$ cat config.mk
export PLATFORM = sky130hd
export DESIGN_NAME = tt_sweep_ctrl_flat
export DESIGN_NICKNAME = d
export VERILOG_FILES = /design/src/rtl/tt_sweep_pkg.sv /design/src/rtl/tt_sweep_ctrl_if.sv /design/src/rtl/tt_dwell_cnt.sv /design/src/rtl/tt_sweep_ctrl.sv /design/src/flat_wrapper.sv
export SDC_FILE = /design/constraint.sdc
export NUM_CORES = 1
export LEC_CHECK = 0
export CORE_MARGIN = 2
export CORE_UTILIZATION = 40
export CTS_CLUSTER_DIAMETER = 50
export CTS_CLUSTER_SIZE = 16
export DETAILED_ROUTE_END_ITERATION = 8
export HOLD_SLACK_MARGIN = 0.12
export SLEW_MARGIN = 20
export SYNTH_ARGS = -nofsm -noshare
export SYNTH_HDL_FRONTEND = slang
export SYNTH_SLANG_ARGS = --single-unit
$ cat constraint.sdc
create_clock -name clk -period 3.1 [get_ports clk]
set_input_delay 0.62 -clock clk [delete_from_list [all_inputs] [get_ports clk]]
set_output_delay 0.62 -clock clk [all_outputs]
set_load 0.005 [all_outputs]
$ cat src/rtl/tt_sweep_pkg.sv
// tt_sweep_pkg: shared types and helpers for the truth-table sweep controller.
// Optional feature macro used by this slice: TT_SWEEP_ERRLOG_EN (first-error logging).
package tt_sweep_pkg;

   typedef enum logic [1:0] {
      IDLE = 2'd0,
      RUN  = 2'd1,
      DONE = 2'd2
   } sweep_state_t;

   localparam int N_IN_DEFAULT = 3;

   // Number of input vectors for an n-input function.
   function automatic int nvec(input int n);
      return 32'sd1 << n;
   endfunction

endpackage

$ cat src/rtl/tt_sweep_ctrl_if.sv
// tt_sweep_ctrl_if: stimulus/capture bundle between the sweep controller (master)
// and the environment holding the function block (slave).
// TT_SWEEP_ERRLOG_EN adds err_valid/err_idx to the bundle.
interface tt_sweep_ctrl_if
   import tt_sweep_pkg::*;
   #(parameter int N_IN = N_IN_DEFAULT)
   ();

   localparam int NVEC = nvec(N_IN);

   logic              start;
   logic [NVEC-1:0]   expected;
   logic              F;
   logic [N_IN-1:0]   vec;
   logic              busy;
   logic              done;
   logic [NVEC-1:0]   table_out;
   logic              pass;
`ifdef TT_SWEEP_ERRLOG_EN
   logic              err_valid;
   logic [N_IN-1:0]   err_idx;

   modport master (
      input  start, expected, F,
      output vec, busy, done, table_out, pass, err_valid, err_idx
   );

   modport slave (
      output start, expected, F,
      input  vec, busy, done, table_out, pass, err_valid, err_idx
   );
`else
   modport master (
      input  start, expected, F,
      output vec, busy, done, table_out, pass
   );

   modport slave (
      output start, expected, F,
      input  vec, busy, done, table_out, pass
   );
`endif

endinterface

$ cat src/rtl/tt_dwell_cnt.sv
// tt_dwell_cnt: counts the cycles a vector has been held; last flags the
// final cycle of the dwell, where the function output is sampled.
module tt_dwell_cnt #(
   parameter int DWELL = 100
) (
   input  logic clk,
   input  logic rst,
   input  logic clr,
   input  logic en,
   output logic last
);

   localparam int             CW       = $clog2(DWELL + 1);
   localparam logic [CW-1:0]  LAST_CNT = CW'(DWELL - 1);

   logic [CW-1:0] cnt_r;

   // Dwell counter: wraps to zero after the final dwell cycle so the next vector starts clean.
   always_ff @(posedge clk) begin
      if (rst) begin
         cnt_r <= {CW{1'b0}};
      end else if (clr) begin
         cnt_r <= {CW{1'b0}};
      end else if (en) begin
         if (cnt_r == LAST_CNT) begin
            cnt_r <= {CW{1'b0}};
         end else begin
            cnt_r <= cnt_r + CW'(1);
         end
      end else begin
         cnt_r <= cnt_r;
      end
   end

   assign last = (cnt_r == LAST_CNT);

endmodule

$ cat src/rtl/tt_sweep_ctrl.sv
// tt_sweep_ctrl: steps a combinational block through every input vector,
// holds each for DWELL cycles, captures F on the last dwell cycle and
// compares the captured truth table with the expected one latched at start.
// Defining TT_SWEEP_ERRLOG_EN adds a first-mismatch logger (err_valid/err_idx).
module tt_sweep_ctrl
   import tt_sweep_pkg::*;
#(
   parameter int N_IN  = N_IN_DEFAULT,
   parameter int DWELL = 100
) (
   input  logic               clk,
   input  logic               rst,
   tt_sweep_ctrl_if.master    bus
);

   localparam int              NVEC     = nvec(N_IN);
   localparam logic [N_IN-1:0] LAST_VEC = N_IN'(NVEC - 1);

   localparam logic [1:0] S_IDLE = 2'(IDLE);
   localparam logic [1:0] S_RUN  = 2'(RUN);
   localparam logic [1:0] S_DONE = 2'(DONE);

   logic [1:0]       state_r;
   logic [N_IN-1:0]  vec_r;
   logic             busy_r;
   logic             done_r;
   logic [NVEC-1:0]  table_r;
   logic             pass_r;
   logic [NVEC-1:0]  expected_r;

   logic             last_s;
   logic             cnt_clr_s;
   logic             cnt_en_s;
   logic             sample_s;
   logic [NVEC-1:0]  sample_table_s;

   // The dwell counter only runs in RUN; in every other state it is parked at zero.
   assign cnt_en_s  = (state_r == S_RUN);
   assign cnt_clr_s = (state_r != S_RUN);
   assign sample_s  = (state_r == S_RUN) && last_s;

   tt_dwell_cnt #(
      .DWELL (DWELL)
   ) u_dwell_cnt (
      .clk  (clk),
      .rst  (rst),
      .clr  (cnt_clr_s),
      .en   (cnt_en_s),
      .last (last_s)
   );

   // Table as it will look once the current F is captured; lets pass be
   // produced in the same cycle as done, including the final vector.
   always_comb begin
      sample_table_s         = table_r;
      sample_table_s[vec_r]  = bus.F;
   end

   // Sweep FSM with vector register, capture and verdict; all outputs registered.
   always_ff @(posedge clk) begin
      if (rst) begin
         state_r    <= S_IDLE;
         vec_r      <= {N_IN{1'b0}};
         busy_r     <= 1'b0;
         done_r     <= 1'b0;
         table_r    <= {NVEC{1'b0}};
         pass_r     <= 1'b0;
         expected_r <= {NVEC{1'b0}};
      end else begin
         case (state_r)
            S_IDLE: begin
               done_r <= 1'b0;
               vec_r  <= {N_IN{1'b0}};
               if (bus.start) begin
                  expected_r <= bus.expected;
                  table_r    <= {NVEC{1'b0}};
                  pass_r     <= 1'b0;
                  busy_r     <= 1'b1;
                  state_r    <= S_RUN;
               end else begin
                  busy_r  <= 1'b0;
                  state_r <= S_IDLE;
               end
            end
            S_RUN: begin
               done_r <= 1'b0;
               if (sample_s) begin
                  table_r <= sample_table_s;
                  if (vec_r == LAST_VEC) begin
                     // Final vector: vec holds, verdict and done appear together.
                     busy_r  <= 1'b0;
                     done_r  <= 1'b1;
                     pass_r  <= (sample_table_s == expected_r);
                     state_r <= S_DONE;
                  end else begin
                     vec_r   <= vec_r + N_IN'(1);
                     state_r <= S_RUN;
                  end
               end else begin
                  state_r <= S_RUN;
               end
            end
            S_DONE: begin
               // start is deliberately ignored here; a held start launches from IDLE.
               done_r  <= 1'b0;
               busy_r  <= 1'b0;
               vec_r   <= {N_IN{1'b0}};
               state_r <= S_IDLE;
            end
            default: begin
               state_r <= S_IDLE;
               vec_r   <= {N_IN{1'b0}};
               busy_r  <= 1'b0;
               done_r  <= 1'b0;
            end
         endcase
      end
   end

   assign bus.vec       = vec_r;
   assign bus.busy      = busy_r;
   assign bus.done      = done_r;
   assign bus.table_out = table_r;
   assign bus.pass      = pass_r;

`ifdef TT_SWEEP_ERRLOG_EN
   logic             err_valid_r;
   logic [N_IN-1:0]  err_idx_r;

   // First-mismatch logger: records the lowest vector whose F disagrees with the expectation.
   always_ff @(posedge clk) begin
      if (rst) begin
         err_valid_r <= 1'b0;
         err_idx_r   <= {N_IN{1'b0}};
      end else if ((state_r == S_IDLE) && bus.start) begin
         err_valid_r <= 1'b0;
         err_idx_r   <= {N_IN{1'b0}};
      end else if (sample_s && (bus.F != expected_r[vec_r]) && !err_valid_r) begin
         err_valid_r <= 1'b1;
         err_idx_r   <= vec_r;
      end else begin
         err_valid_r <= err_valid_r;
         err_idx_r   <= err_idx_r;
      end
   end

   assign bus.err_valid = err_valid_r;
   assign bus.err_idx   = err_idx_r;
`endif

endmodule

$ cat src/flat_wrapper.sv
// flat-port wrapper written by rule: the top's interface ports become plain ports
module tt_sweep_ctrl_flat import tt_sweep_pkg::*;
#(
   parameter int N_IN  = N_IN_DEFAULT,
   parameter int DWELL = 100
)
  (clk, rst, bus_start, bus_expected, bus_F, bus_vec, bus_busy, bus_done, bus_table_out, bus_pass);
  tt_sweep_ctrl_if #(.N_IN(N_IN)) bus_i ();
  input  logic clk;
  input  logic rst;
  input wire logic [$bits(bus_i.start)-1:0] bus_start;
  input wire logic [$bits(bus_i.expected)-1:0] bus_expected;
  input wire logic [$bits(bus_i.F)-1:0] bus_F;
  output wire logic [$bits(bus_i.vec)-1:0] bus_vec;
  output wire logic [$bits(bus_i.busy)-1:0] bus_busy;
  output wire logic [$bits(bus_i.done)-1:0] bus_done;
  output wire logic [$bits(bus_i.table_out)-1:0] bus_table_out;
  output wire logic [$bits(bus_i.pass)-1:0] bus_pass;
  assign bus_i.start = bus_start;
  assign bus_i.expected = bus_expected;
  assign bus_i.F = bus_F;
  assign bus_vec = bus_i.vec;
  assign bus_busy = bus_i.busy;
  assign bus_done = bus_i.done;
  assign bus_table_out = bus_i.table_out;
  assign bus_pass = bus_i.pass;
  tt_sweep_ctrl #(.N_IN(N_IN), .DWELL(DWELL)) u_core (.clk(clk), .rst(rst), .bus(bus_i));
endmodule
Yosys cells after proc, flatten, opt, wreduce, memory -nomap -nowiden. Index checks and enable logic that the tools add are counted.

ROM bits: 0. Register bits after elaboration: 31. Output and inout bits: 14. Latch bits: 0. Memory bits (writable): 0. Memories kept: 0.

Div/mod/pow operators: 0. Equal/unequal tests: 8. Shifts and indexed selects: 0. Order comparisons: 2. Multiplexer cells: 20. Bitwise operators: 3. $mul: 0. Add/sub/neg operators: 2. Reductions and logical operators: 12.

Operator list (number): 8-bit 2-to-1 mux (2); 8-bit one-hot mux with 2 select lines (1); 1-bit 2-to-1 mux (9); 8-bit bitwise mux (1); 8-bit equality test (1); 7-bit by 1-bit adder with 7-bit output, second input constant (1); 7-bit equality test, second input constant (1); 7-bit 2-to-1 mux (1); 2-bit != test, second input constant (3); 2-bit AND reduction (3); 3-bit by 4-bit less-than comparator with 1-bit output, second input constant (1); 2-bit 2-to-1 mux (2); 1-bit one-hot mux with 2 select lines (2); 2-bit one-hot mux with 2 select lines (1); 4-bit AND reduction (1); 2-bit OR reduction (2); 3-bit by 1-bit adder with 3-bit output, second input constant (1); 1-bit demux with 3-bit select (1); 3-bit equality test, second input constant (1); 3-bit by 1-bit greater-or-equal comparator with 1-bit output, second input constant (1); 1-bit NOT (3); 3-bit AND reduction (1); 3-bit OR reduction (1); 2-bit by 1-bit equality test with 1-bit output, second input constant (1); other kinds (4) (5).

Depth between registers and ports, before layout.
Word-level depth: 9. Depth in mapped cells: 7. Mapped depth without buffers: 6.

Hierarchy. A second synthesis with hierarchy kept.

Cells, all modules: 184. Area total of the unflattened synthesis: 1586.5 sq um.

Modules (own cells, without submodules): tt_sweep_ctrl (seq. area each 480.5 sq um, cells each 143, times used 1, area each 1229.9 sq um); tt_dwell_cnt (seq. area each 140.1 sq um, cells each 41, times used 1, area each 356.6 sq um).

Worst setup path before layout. No wires, ideal clock.

Path kind: reg-to-reg. Start: register u_core.vec_r[2] (netlist: u_core.bus.vec[2]). End: register u_core.pass_r (netlist: u_core.bus.pass). Setup slack: 1472 ps. Arrival: 1544 ps. Stages on the path, launching flop included: 7. Period minus slack after synthesis: 1628 ps. Cell sequence: dfxtp_1 -> buf_2 -> nor3b_1 -> mux2i_1 -> xor2_1 -> nand4_1 -> o31ai_2.

Longest elaborated chain between the ends: 9.

RTL lines: start, declared (RTL line tt_sweep_ctrl.sv:24) `logic [N_IN-1:0] vec_r;`; start signal, assigned (RTL line tt_sweep_ctrl.sv:63) `vec_r <= {N_IN{1'b0}};`; start signal, assigned (RTL line tt_sweep_ctrl.sv:73) `vec_r <= {N_IN{1'b0}};`; start signal, assigned (RTL line tt_sweep_ctrl.sv:96) `vec_r <= vec_r + N_IN'(1);`; 3-bit by 4-bit less-than comparator with 1-bit output (not written as such) / 3-bit by 1-bit greater-or-equal comparator with 1-bit output (equally long branches) (RTL line tt_sweep_ctrl.sv:56) `sample_table_s[vec_r] = bus.F;`; 1-bit logical AND (not written as such) (RTL line tt_sweep_ctrl.sv:56); 1-bit 2-to-1 mux (not written as such) (RTL line tt_sweep_ctrl.sv:56); 1-bit demux with 3-bit select; 8-bit bitwise mux (RTL line tt_sweep_ctrl.sv:56); 8-bit equality test (RTL line tt_sweep_ctrl.sv:93) `pass_r <= (sample_table_s == expected_r);`; 1-bit 2-to-1 mux (RTL line tt_sweep_ctrl.sv:89) `if (vec_r == LAST_VEC) begin`; 1-bit 2-to-1 mux (RTL line tt_sweep_ctrl.sv:87) `if (sample_s) begin`; 1-bit one-hot mux with 2 select lines (RTL line tt_sweep_ctrl.sv:70) `case (state_r)`; end signal, assigned (RTL line tt_sweep_ctrl.sv:93); end, declared (RTL line tt_sweep_ctrl.sv:28) `logic pass_r;`.

Parallel ways exist; a longest one is shown, timed or not. The select of a mux whose other input is x is not followed. A chain may end at the register's enable or synchronous reset.

Worst setup path after layout.
Start: register u_core.vec_r[0] (netlist: u_core.bus.vec[0]). End: output bus_vec[0].

RTL lines: end, declared (RTL line flat_wrapper.sv:14) `output wire logic [$bits(bus_i.vec)-1:0] bus_vec;`.

No word-level cell between the ends.

==> metrics.cfg <==
[outcome]
outcome = completed

[synthesis]
yosysSeqAreaShare_pct = 39.6
synth_top_flop_cell = dfxtp_1
synth_most_common_cell = dfxtp_1
synth_edf_count = 0
synthesis.area_sq_um = 1570
avgSynthCellArea_sq_um = 8.53
ys_types = 38
postSynth.asyncResetShare_pct = 0
yosys.area.top_type = dfxtp_1
synth_warnings = 0
synthTopCellsByArea = dfxtp_1, a21oi_1, nand2_1
synth_top_area_share_pct = 39.6
ys_ff_latch = 31
netlist_top_cells_count = dfxtp_1, nand2_1, nor2_1
syn-num-nets = 199
synthCells = 184

[cts]
cts_htree_levels = 2
cts_hold_buffers = 0
clk_latency_ps = 290
numCtsBuffers = 5
clkTransAtPathRegs_ps = 60
clockRootBuffer = clkbuf_8
cts_tree = built
cts_resized = 0
clockBufferDepth = 2
clock-sinks = 31
post_cts_buffers = 0

[hold_path]
hold_class = reg2reg
holdPathStages = 1

[sta]
hold_ws_ps = 447
worst_slack_ps = 934
drv_slew = 0
hold_violations = 0
tns_ps = 0
period_needed_ps = 2170
rsz0062_at_grt = false
fmax_mhz = 462
clock_skew_ps = 5.18
tightest_slew_ps = 570
fin_crit_sh_pct = 69.9
slew_headroom_pct = 61.9
setup_viol = 0

[detailed_routing]
wl_um = 3490
drt_iter0_drc = 53
vias = 1305
via_per_inst = 5.14
route.detailed.drc = 0
dr.pass1.iters = 4
ant_nets = 0
routedWlPerCell_um = 13.7

[layout]
design_area_sq_um = 1910
final_util_pct = 51.4
layout-drive-gt1-share_pct = 7.28
nNetsFinal = 221
finalNonFillerCells = 254
n_fill_cell = 372
n_antenna_cell = 0
syn_to_final_growth_pct = 21.8

[worst_setup_path]
startpoint_type = flip-flop
crit_buf_inv = 1
cp.arrival_ps = 1550
crit_cells = 1
worst_setup_path_end_kind = primary output
crit_slowest_cell = dfxtp_1
cp_top_family = flip-flops
slowest_delay_ps = 660
required_ps = 2480
crit_chain = clkdlybuf4s50_1
cp_max_fo = 14
critical_path_class = reg2out
reg2regPathDepth = 5

[power_and_ir_drop]
peakVddDrop_v = 0.000262
p_comb_share_pct = 8.5
totalPowerFinal_mw = 0.807
switchingPower_mw = 0.194
p_leak_nw = 0.683
internal_power_mw = 0.613
pwr-share-clk_pct = 40.0
seqPwrFrac_pct = 51.5
netSwitchingFraction_pct = 24.0
powerDensity_nw_per_um2 = 422

[floorplanning]
dieHeight_um = 66.6
io_pins = 26
die_w_um = 66.6
core_sq_um = 3720
dieArea_sq_um = 4440
rows = 22
start_util_pct = 42.2

[global_route]
overflow = 0
grt.total_usage_pct = 17.5
grt_pass1_vias = 1155
grt_start_max_net_pins = 23
antenna_found_initial = 0
grt_pass1_wl_um = 5600

[placement]
dp.cells = 247
post-place-ws_ps = 797
placed_cell_area_sq_um = 1820
hpwl_um = 2440
io_buffer_count = 25
place.gp.congestion = 0.851

[job]
maxCapViolCount = 0

-- power groups by stage --
stage	combinational [mW]	clock (mW)	sequential (mW)
2_1_floorplan	0.0434	0	0.422
3_3_place_gp	0.0682	0	0.424
3_5_place_dp	0.0693	0	0.424
4_1_cts	0.0697	0.332	0.415
5_1_grt	0.0773	0.350	0.416
6_report	0.0690	0.323	0.415
-- worst paths after layout --
kind,startpoint,slack (ps),to
setup / recovery,u_core.bus.vec[0],930,bus_vec[0]
hold / removal,u_core.u_dwell_cnt.cnt_r[0],450,u_core.u_dwell_cnt.cnt_r[0]
setup reg to reg,u_core.bus.vec[0],1060,u_core.bus.pass
hold reg to reg,u_core.u_dwell_cnt.cnt_r[0],450,u_core.u_dwell_cnt.cnt_r[0]
-- logic make-up (layout without fill, tap and decap cells) --
kind of cell               count (synthesis)  in the layout  share of synthesized area, %
buffers and inverters                     12             34                          4.31
muxes                                      9              9                          5.74
adders and majority gates                  3              3                          2.39
AOI/OAI and AO/OA                         33             33                          11.7
DFF                                       31             31                          39.6
xor gates and xnor gates                  12             12                          6.70
and+or+nand+nor                           84             84                          29.6
-- placed cells by master, fill, tap and decap left out, drive strengths merged, types with 6 or more instances in the layout --
cell type      synthesis  routed
nor3b                  6       6
clkbuf                 6       6
o21ai                  8       8
mux2i                  9       9
dfxtp                 31      31
a21oi                 21      21
nor2                  24      24
nand2                 25      25
xor2                  10      10
clkdlybuf4s50          0      25
-- sequential cells by signal, indices dropped and copies added (netlist names) --
| signal | flops |
|---|---|
| u_core.expected_r | 8 |
| u_core.bus.vec | 3 |
| u_core.u_dwell_cnt.cnt_r | 7 |
| u_core.bus.pass | 1 |
| u_core.bus.table_out | 8 |
| u_core.bus.busy | 1 |
| u_core.state_r | 2 |
| u_core.bus.done | 1 |
-- layer usage --
metal / track usage, % / wire [um] / vias up / share of wire [%]
li1: - / - / 669 / -
met1: 23.4 / 1660 / 593 / 48
met4: 7.65 / 68 / 0 / 2.0
met5: 0 / 0 / - / 0
met3: 5.91 / 229 / 5 / 6.6
met2: 25.6 / 1530 / 38 / 44
-- cell type report --
class / count / area [sq um] / share of cell area [%]
clock buffer: 6 / 82.6 / 4.32
clock inverter: 1 / 5.00 / 0.262
inverter: 1 / 3.75 / 0.196
multi-input combinational: 141 / 881 / 46.1
sequential: 31 / 621 / 32.5
tap: 48 / 60.1 / 3.14
timing repair buffer: 26 / 258 / 13.5
Note: power is estimated with default switching activity, not from simulation.
